$ cat config.mk
export PLATFORM = sky130hd
export DESIGN_NAME = dmem_port_arbiter
export DESIGN_NICKNAME = d
export VERILOG_FILES = /design/src/rtl/dmem_port_arbiter.sv
export SDC_FILE = /design/constraint.sdc
export NUM_CORES = 1
export LEC_CHECK = 0
export CAP_MARGIN = 10
export CORE_AREA = 2 2 229 231
export DETAILED_ROUTE_END_ITERATION = 10
export DIE_AREA = 0 0 231 233
export SLEW_MARGIN = 30
export SYNTH_ARGS = -nofsm -noshare
export SYNTH_HDL_FRONTEND = slang
export SYNTH_SLANG_ARGS = --single-unit
$ cat constraint.sdc
create_clock -name clk_i -period 2.1 [get_ports clk_i]
set_clock_uncertainty 0.2 [all_clocks]
set_input_delay 0.42 -clock clk_i [delete_from_list [all_inputs] [get_ports clk_i]]
set_output_delay 0.42 -clock clk_i [all_outputs]
set_load 0.05 [all_outputs]
$ cat src/rtl/dmem_port_arbiter.sv
// dmem_port_arbiter
//   Shares one data-memory port between two requesters (0: memory-access
//   stage, 1: debug/load master). Round-robin grant, address range check,
//   one outstanding memory transaction with ack timeout, one-cycle done
//   pulse back to the granted requester.
// Ports
//   clk_i, rst_n_i                  clock, synchronous active-low reset
//   rN_req_i/we_i/addr_i/wdata_i    requester N request (held until done)
//   rN_done_o/rdata_o/err_o         requester N completion pulse + data/status
//   m_req_o/we_o/addr_o/wdata_o     memory request (stable while busy)
//   m_ack_i/rdata_i/err_i           memory completion
//   busy_o                          high whenever not idle
module dmem_port_arbiter #(
  parameter int MEM_BYTES = 8192,
  parameter int TIMEOUT   = 16
) (
  input  logic        clk_i,
  input  logic        rst_n_i,
  input  logic        r0_req_i,
  input  logic        r1_req_i,
  input  logic        r0_we_i,
  input  logic        r1_we_i,
  input  logic [63:0] r0_addr_i,
  input  logic [63:0] r1_addr_i,
  input  logic [63:0] r0_wdata_i,
  input  logic [63:0] r1_wdata_i,
  output logic        r0_done_o,
  output logic        r1_done_o,
  output logic [63:0] r0_rdata_o,
  output logic [63:0] r1_rdata_o,
  output logic        r0_err_o,
  output logic        r1_err_o,
  output logic        m_req_o,
  output logic        m_we_o,
  output logic [63:0] m_addr_o,
  output logic [63:0] m_wdata_o,
  input  logic        m_ack_i,
  input  logic [63:0] m_rdata_i,
  input  logic        m_err_i,
  output logic        busy_o
);

  typedef enum logic [1:0] {IDLE, BUSY, RESP} state_e;

  typedef struct packed {
    logic        we;
    logic [63:0] addr;
    logic [63:0] wdata;
  } req_t;

  localparam logic [63:0] MAX_ADDR  = 64'(MEM_BYTES - 8);
  localparam logic [7:0]  WAIT_LAST = 8'(TIMEOUT - 1);

  state_e            state_q, state_d;
  logic              last_gnt_q, last_gnt_d;
  logic              sel_q, sel_d;
  logic              oor_q, oor_d;
  req_t              req_q, req_d;
  logic [7:0]        wait_q, wait_d;

  logic              gnt;
  logic [63:0]       rsp_rdata;
  logic              rsp_err;

  logic              m_req_q, m_req_d;
  logic              busy_q, busy_d;
  logic [1:0]        done_q, done_d;
  logic [1:0][63:0]  rdata_q, rdata_d;
  logic [1:0]        err_q, err_d;

  // State and registered outputs
  always_ff @(posedge clk_i) begin
    if (!rst_n_i) begin
      state_q    <= IDLE;
      last_gnt_q <= 1'b1;   // requester 0 wins the first tie
      sel_q      <= 1'b0;
      oor_q      <= 1'b0;
      req_q      <= '0;
      wait_q     <= '0;
      m_req_q    <= 1'b0;
      busy_q     <= 1'b0;
      done_q     <= '0;
      rdata_q    <= '0;
      err_q      <= '0;
    end else begin
      state_q    <= state_d;
      last_gnt_q <= last_gnt_d;
      sel_q      <= sel_d;
      oor_q      <= oor_d;
      req_q      <= req_d;
      wait_q     <= wait_d;
      m_req_q    <= m_req_d;
      busy_q     <= busy_d;
      done_q     <= done_d;
      rdata_q    <= rdata_d;
      err_q      <= err_d;
    end
  end

  // Next state
  always_comb begin
    state_d    = state_q;
    last_gnt_d = last_gnt_q;
    sel_d      = sel_q;
    oor_d      = oor_q;
    req_d      = req_q;
    wait_d     = wait_q;
    gnt        = 1'b0;
    rsp_rdata  = '0;
    rsp_err    = 1'b0;
    unique case (state_q)
      IDLE: begin
        if (r0_req_i | r1_req_i) begin
          // r1 wins when alone, or on a tie when r0 had the last grant
          gnt        = r1_req_i & (~r0_req_i | ~last_gnt_q);
          sel_d      = gnt;
          last_gnt_d = gnt;
          req_d.we    = gnt ? r1_we_i    : r0_we_i;
          req_d.addr  = gnt ? r1_addr_i  : r0_addr_i;
          req_d.wdata = gnt ? r1_wdata_i : r0_wdata_i;
          oor_d      = (gnt ? r1_addr_i : r0_addr_i) > MAX_ADDR;
          wait_d     = '0;
          state_d    = BUSY;
        end
      end
      BUSY: begin
        // An out-of-range access spends its BUSY cycle without m_req
        if (oor_q) begin
          rsp_err = 1'b1;
          state_d = RESP;
        end else if (m_ack_i) begin
          rsp_rdata = req_q.we ? '0 : m_rdata_i;
          rsp_err   = m_err_i;
          state_d   = RESP;
        end else if (wait_q == WAIT_LAST) begin
          rsp_err = 1'b1;
          state_d = RESP;
        end else begin
          wait_d = wait_q + 8'd1;
        end
      end
      RESP:    state_d = IDLE;
      default: state_d = IDLE;
    endcase
  end

  // Output next values, derived from the next state so outputs are registered
  always_comb begin
    m_req_d = (state_d == BUSY) & ~oor_d;
    busy_d  = (state_d != IDLE);
    done_d  = '0;
    rdata_d = '0;
    err_d   = '0;
    if (state_d == RESP) begin
      done_d[sel_d]  = 1'b1;
      rdata_d[sel_d] = rsp_rdata;
      err_d[sel_d]   = rsp_err;
    end
  end

  assign m_req_o    = m_req_q;
  assign m_we_o     = req_q.we;
  assign m_addr_o   = req_q.addr;
  assign m_wdata_o  = req_q.wdata;
  assign busy_o     = busy_q;
  assign r0_done_o  = done_q[0];
  assign r1_done_o  = done_q[1];
  assign r0_rdata_o = rdata_q[0];
  assign r1_rdata_o = rdata_q[1];
  assign r0_err_o   = err_q[0];
  assign r1_err_o   = err_q[1];

endmodule
==> impl_metrics.env <==
export IMPL_status="complete, no violations"
export IMPL_worstPathRequired_ns=2.38
export IMPL_dr_pass1_iters=4
export IMPL_cpMaxStageDelayCell="or4_4"
export IMPL_route_detailed_drc=0
export IMPL_clock_sinks=276
export IMPL_grt_setup_unrepaired="true"
export IMPL_cp_end_kind="flop"
export IMPL_die_height_um=233
export IMPL_drt_iter0_markers=418
export IMPL_start_util=0.205
export IMPL_cts_inserted_buffers=34
export IMPL_avgSynthCellArea_um2=10.6
export IMPL_htreeDepth=2
export IMPL_cp_cell_sequence="or4_4, o21ai_1, and3_4, and2b_4, buf_12, and3_1"
export IMPL_hp_class="in2reg"
export IMPL_multi_input_area_um2=4590
export IMPL_critPathLaunchType="flop"
export IMPL_clockRootBuffer="clkbuf_16"
export IMPL_nFillCells=5119
export IMPL_cap_violations=0
export IMPL_synth_seq_cells=276
export IMPL_io_buffers=590
export IMPL_synthArstFlopShare=0
export IMPL_period_minus_slack_ns=2.10
export IMPL_synth_top_area_cell="dfxtp_1"
export IMPL_syn_area_um2=10500
export IMPL_finalCritPeriodShare=1.00
export IMPL_final_cells=2358
export IMPL_grt_max_degree=70
export IMPL_synthToLayoutAreaGrowth_pct=78.0
export IMPL_grt_pass1_wl_mm=63.2
export IMPL_vias=10200
export IMPL_holdWs_ns=0.131
export IMPL_drive_gt1_frac=0.215
export IMPL_row_count=83
export IMPL_tightest_slew_ns=0.627
export IMPL_drv_slew=0
export IMPL_fmax_ghz=0.476
export IMPL_hold_viol=0
export IMPL_grt_total_usage=0.157
export IMPL_synthCells=995
export IMPL_clk_pin_slew_ns=0.06
export IMPL_post_dp_hpwl_mm=35.4
export IMPL_syn_num_nets=1324
export IMPL_gp_congestion=0.841
export IMPL_ioPinCount=591
export IMPL_slew_headroom=0.578
export IMPL_synth_ff_type="dfxtp_1"
export IMPL_die_area_um2=53800
export IMPL_core_area_um2=51100
export IMPL_grt_pass1_vias=10300
export IMPL_max_vdd_ir_drop_mv=0.520
export IMPL_synth_edff_count=0
export IMPL_clk_latency_ns=0.54
export IMPL_synth_area_leaders="dfxtp_1 53%, mux2i_1 12%, o211a_1 12%"
export IMPL_layout_nets=1975
export IMPL_tns_ns=0
export IMPL_max_stage_delay_ns=0.54
export IMPL_die_x_um=231
export IMPL_clock_path_buffers=3
export IMPL_antenna_left=0
export IMPL_cts_tree="yes"
export IMPL_yosysSeqAreaShare=0.526
export IMPL_synth_top_area_frac=0.526
export IMPL_p_per_area_nw_per_um2=843
export IMPL_place_inst=2283
export IMPL_dpl_instance_area_um2=17400
export IMPL_grt_overflow=0
export IMPL_antenna_found_initial=9
export IMPL_vias_per_cell=4.32
export IMPL_cp_max_fo=26
export IMPL_yosysUniqueCellTypes=39
export IMPL_postCtsHoldBufs=0
export IMPL_routedWlPerCell_um=19.4
export IMPL_worstPathArrival_ns=2.38
export IMPL_final_area_um2=18700
export IMPL_post_cts_setup_buffers=0
export IMPL_p_leak_nw=9.57
export IMPL_setup_viol=0
export IMPL_regArea_um2=5530
export IMPL_ys_warn_count=0
export IMPL_finalWirelength_mm=45.8
export IMPL_setup_worst_path_class="reg2reg"
==> state kept, by name, summed over array words and instances (netlist names), 2 cells and up <==
name and cells:
done_q 2, err_q 2, m_addr_o 64, m_wdata_o 64
r0_rdata_o 64, r1_rdata_o 64, state_q 2, wait_q 8
==> per-layer routing <==
layer / routed length, um / up-vias / GRT usage
li1: - / 4910 / -
met1: 16400 / 4760 / 0.160
met2: 23000 / 431 / 0.282
met3: 4630 / 74 / 0.0659
met4: 1780 / 2 / 0.0643
met5: 13 / - / 0
==> kinds of logic (layout without fill, tap and decap cells) <==
logic type | count (synthesis) | after routing | share of synthesized area
buffers and inverters | 89 | 765 | 0.0400
DFF | 276 | 276 | 0.526
AOI/OAI and AO/OA | 149 | 149 | 0.136
other | 0 | 7 | 0
muxes | 129 | 129 | 0.123
adders and majority gates | 1 | 1 | 0.00119
and+or+nand+nor | 344 | 344 | 0.167
xor gates and xnor gates | 7 | 7 | 0.00584
==> final timing paths <==
kind / depth (start not counted) / from / slack (ns) / to
worst max-delay path: 6 / wait_q[4] / 0.0006 / r1_rdata_o[0]
worst max register to register: 6 / wait_q[4] / 0.0006 / r1_rdata_o[0]
worst min-delay path: 3 / rst_n_i / 0.13 / state_q[1]
worst min register to register: 1 / m_wdata_o[48] / 0.29 / m_wdata_o[48]
==> worst max-delay path: cells and delay by family, from the launching register on <==
kind            cells  cell delay, ns
compound gates      1            0.15
buf+inv             1            0.20
simple gates        4            1.17
flops               1            0.32
==> stage by stage <==
stage | setup slack, ns | utilization | power [mW]
after floorplan | 0.131 | - | 7.91
after global placement | -0.552 | 0.341 | 9.66
after CTS | -0.0143 | 0.362 | 16.0
after global routing | -0.0607 | 0.366 | 16.5
after detailed placement | -0.546 | 0.341 | 9.69
final | 0.000585 | 0.366 | 15.8
==> what timing repair did <==
item                                    4_1_cts  5_1_grt
cloned                                        0        7
endpoints found under the setup margin       88      120
gates resized for setup                      84       11
pin swaps                                     0        1
==> cell type report <==
cell class,count,share of cell area
repair buffers,702,0.348
flip-flops and latches,276,0.296
multi-input cells,630,0.246
clock buffers,42,0.0487
well taps,680,0.0455
clock inverters,19,0.0150
diodes,7,0.000937
inverters,2,0.000669
==> cells in the mapped netlist (7+ instances only) <==
library cell,count
nand2_1,145
nor4_1,27
xnor2_1,7
buf_2,15
dfxtp_1,276
o211a_1,129
mux2i_1,129
nand4_1,7
and3_1,131
clkbuf_1,60
nor2_1,13
==> layout by cell type (no fill, tap or decap), types with 2 or more instances in the layout <==
cell	instances
a211oi_1	2
a21boi_0	2
a21oi_1	4
and3_1	128
and3_4	2
buf_12	18
buf_4	266
buf_6	4
bufinv_16	5
clkbuf_1	5
clkbuf_16	38
clkbuf_8	3
clkdlybuf4s50_1	326
clkinv_2	6
clkinv_4	3
clkinvlp_4	2
dfxtp_1	275
diode_2	7
dlygate4sd2_1	84
inv_16	2
mux2i_1	129
nand2_1	145
nand2b_1	3
nand3_1	6
nand4_1	7
nor2_1	13
nor2b_1	3
nor3_1	4
nor4_1	26
o211a_1	129
o21ai_1	2
xnor2_1	7
==> power by group <==
| group | internal [mW] | total [mW] | switching, mW | leakage [nW] |
|---|---|---|---|---|
| logic | 1.60 | 3.81 | 2.21 | 6.73 |
| registers | 5.57 | 5.76 | 0.190 | 2.26 |
| clock network | 3.77 | 6.18 | 2.42 | 0.582 |
| total | 10.9 | 15.8 | 4.82 | 9.57 |
(Power assumes the default switching activity.)
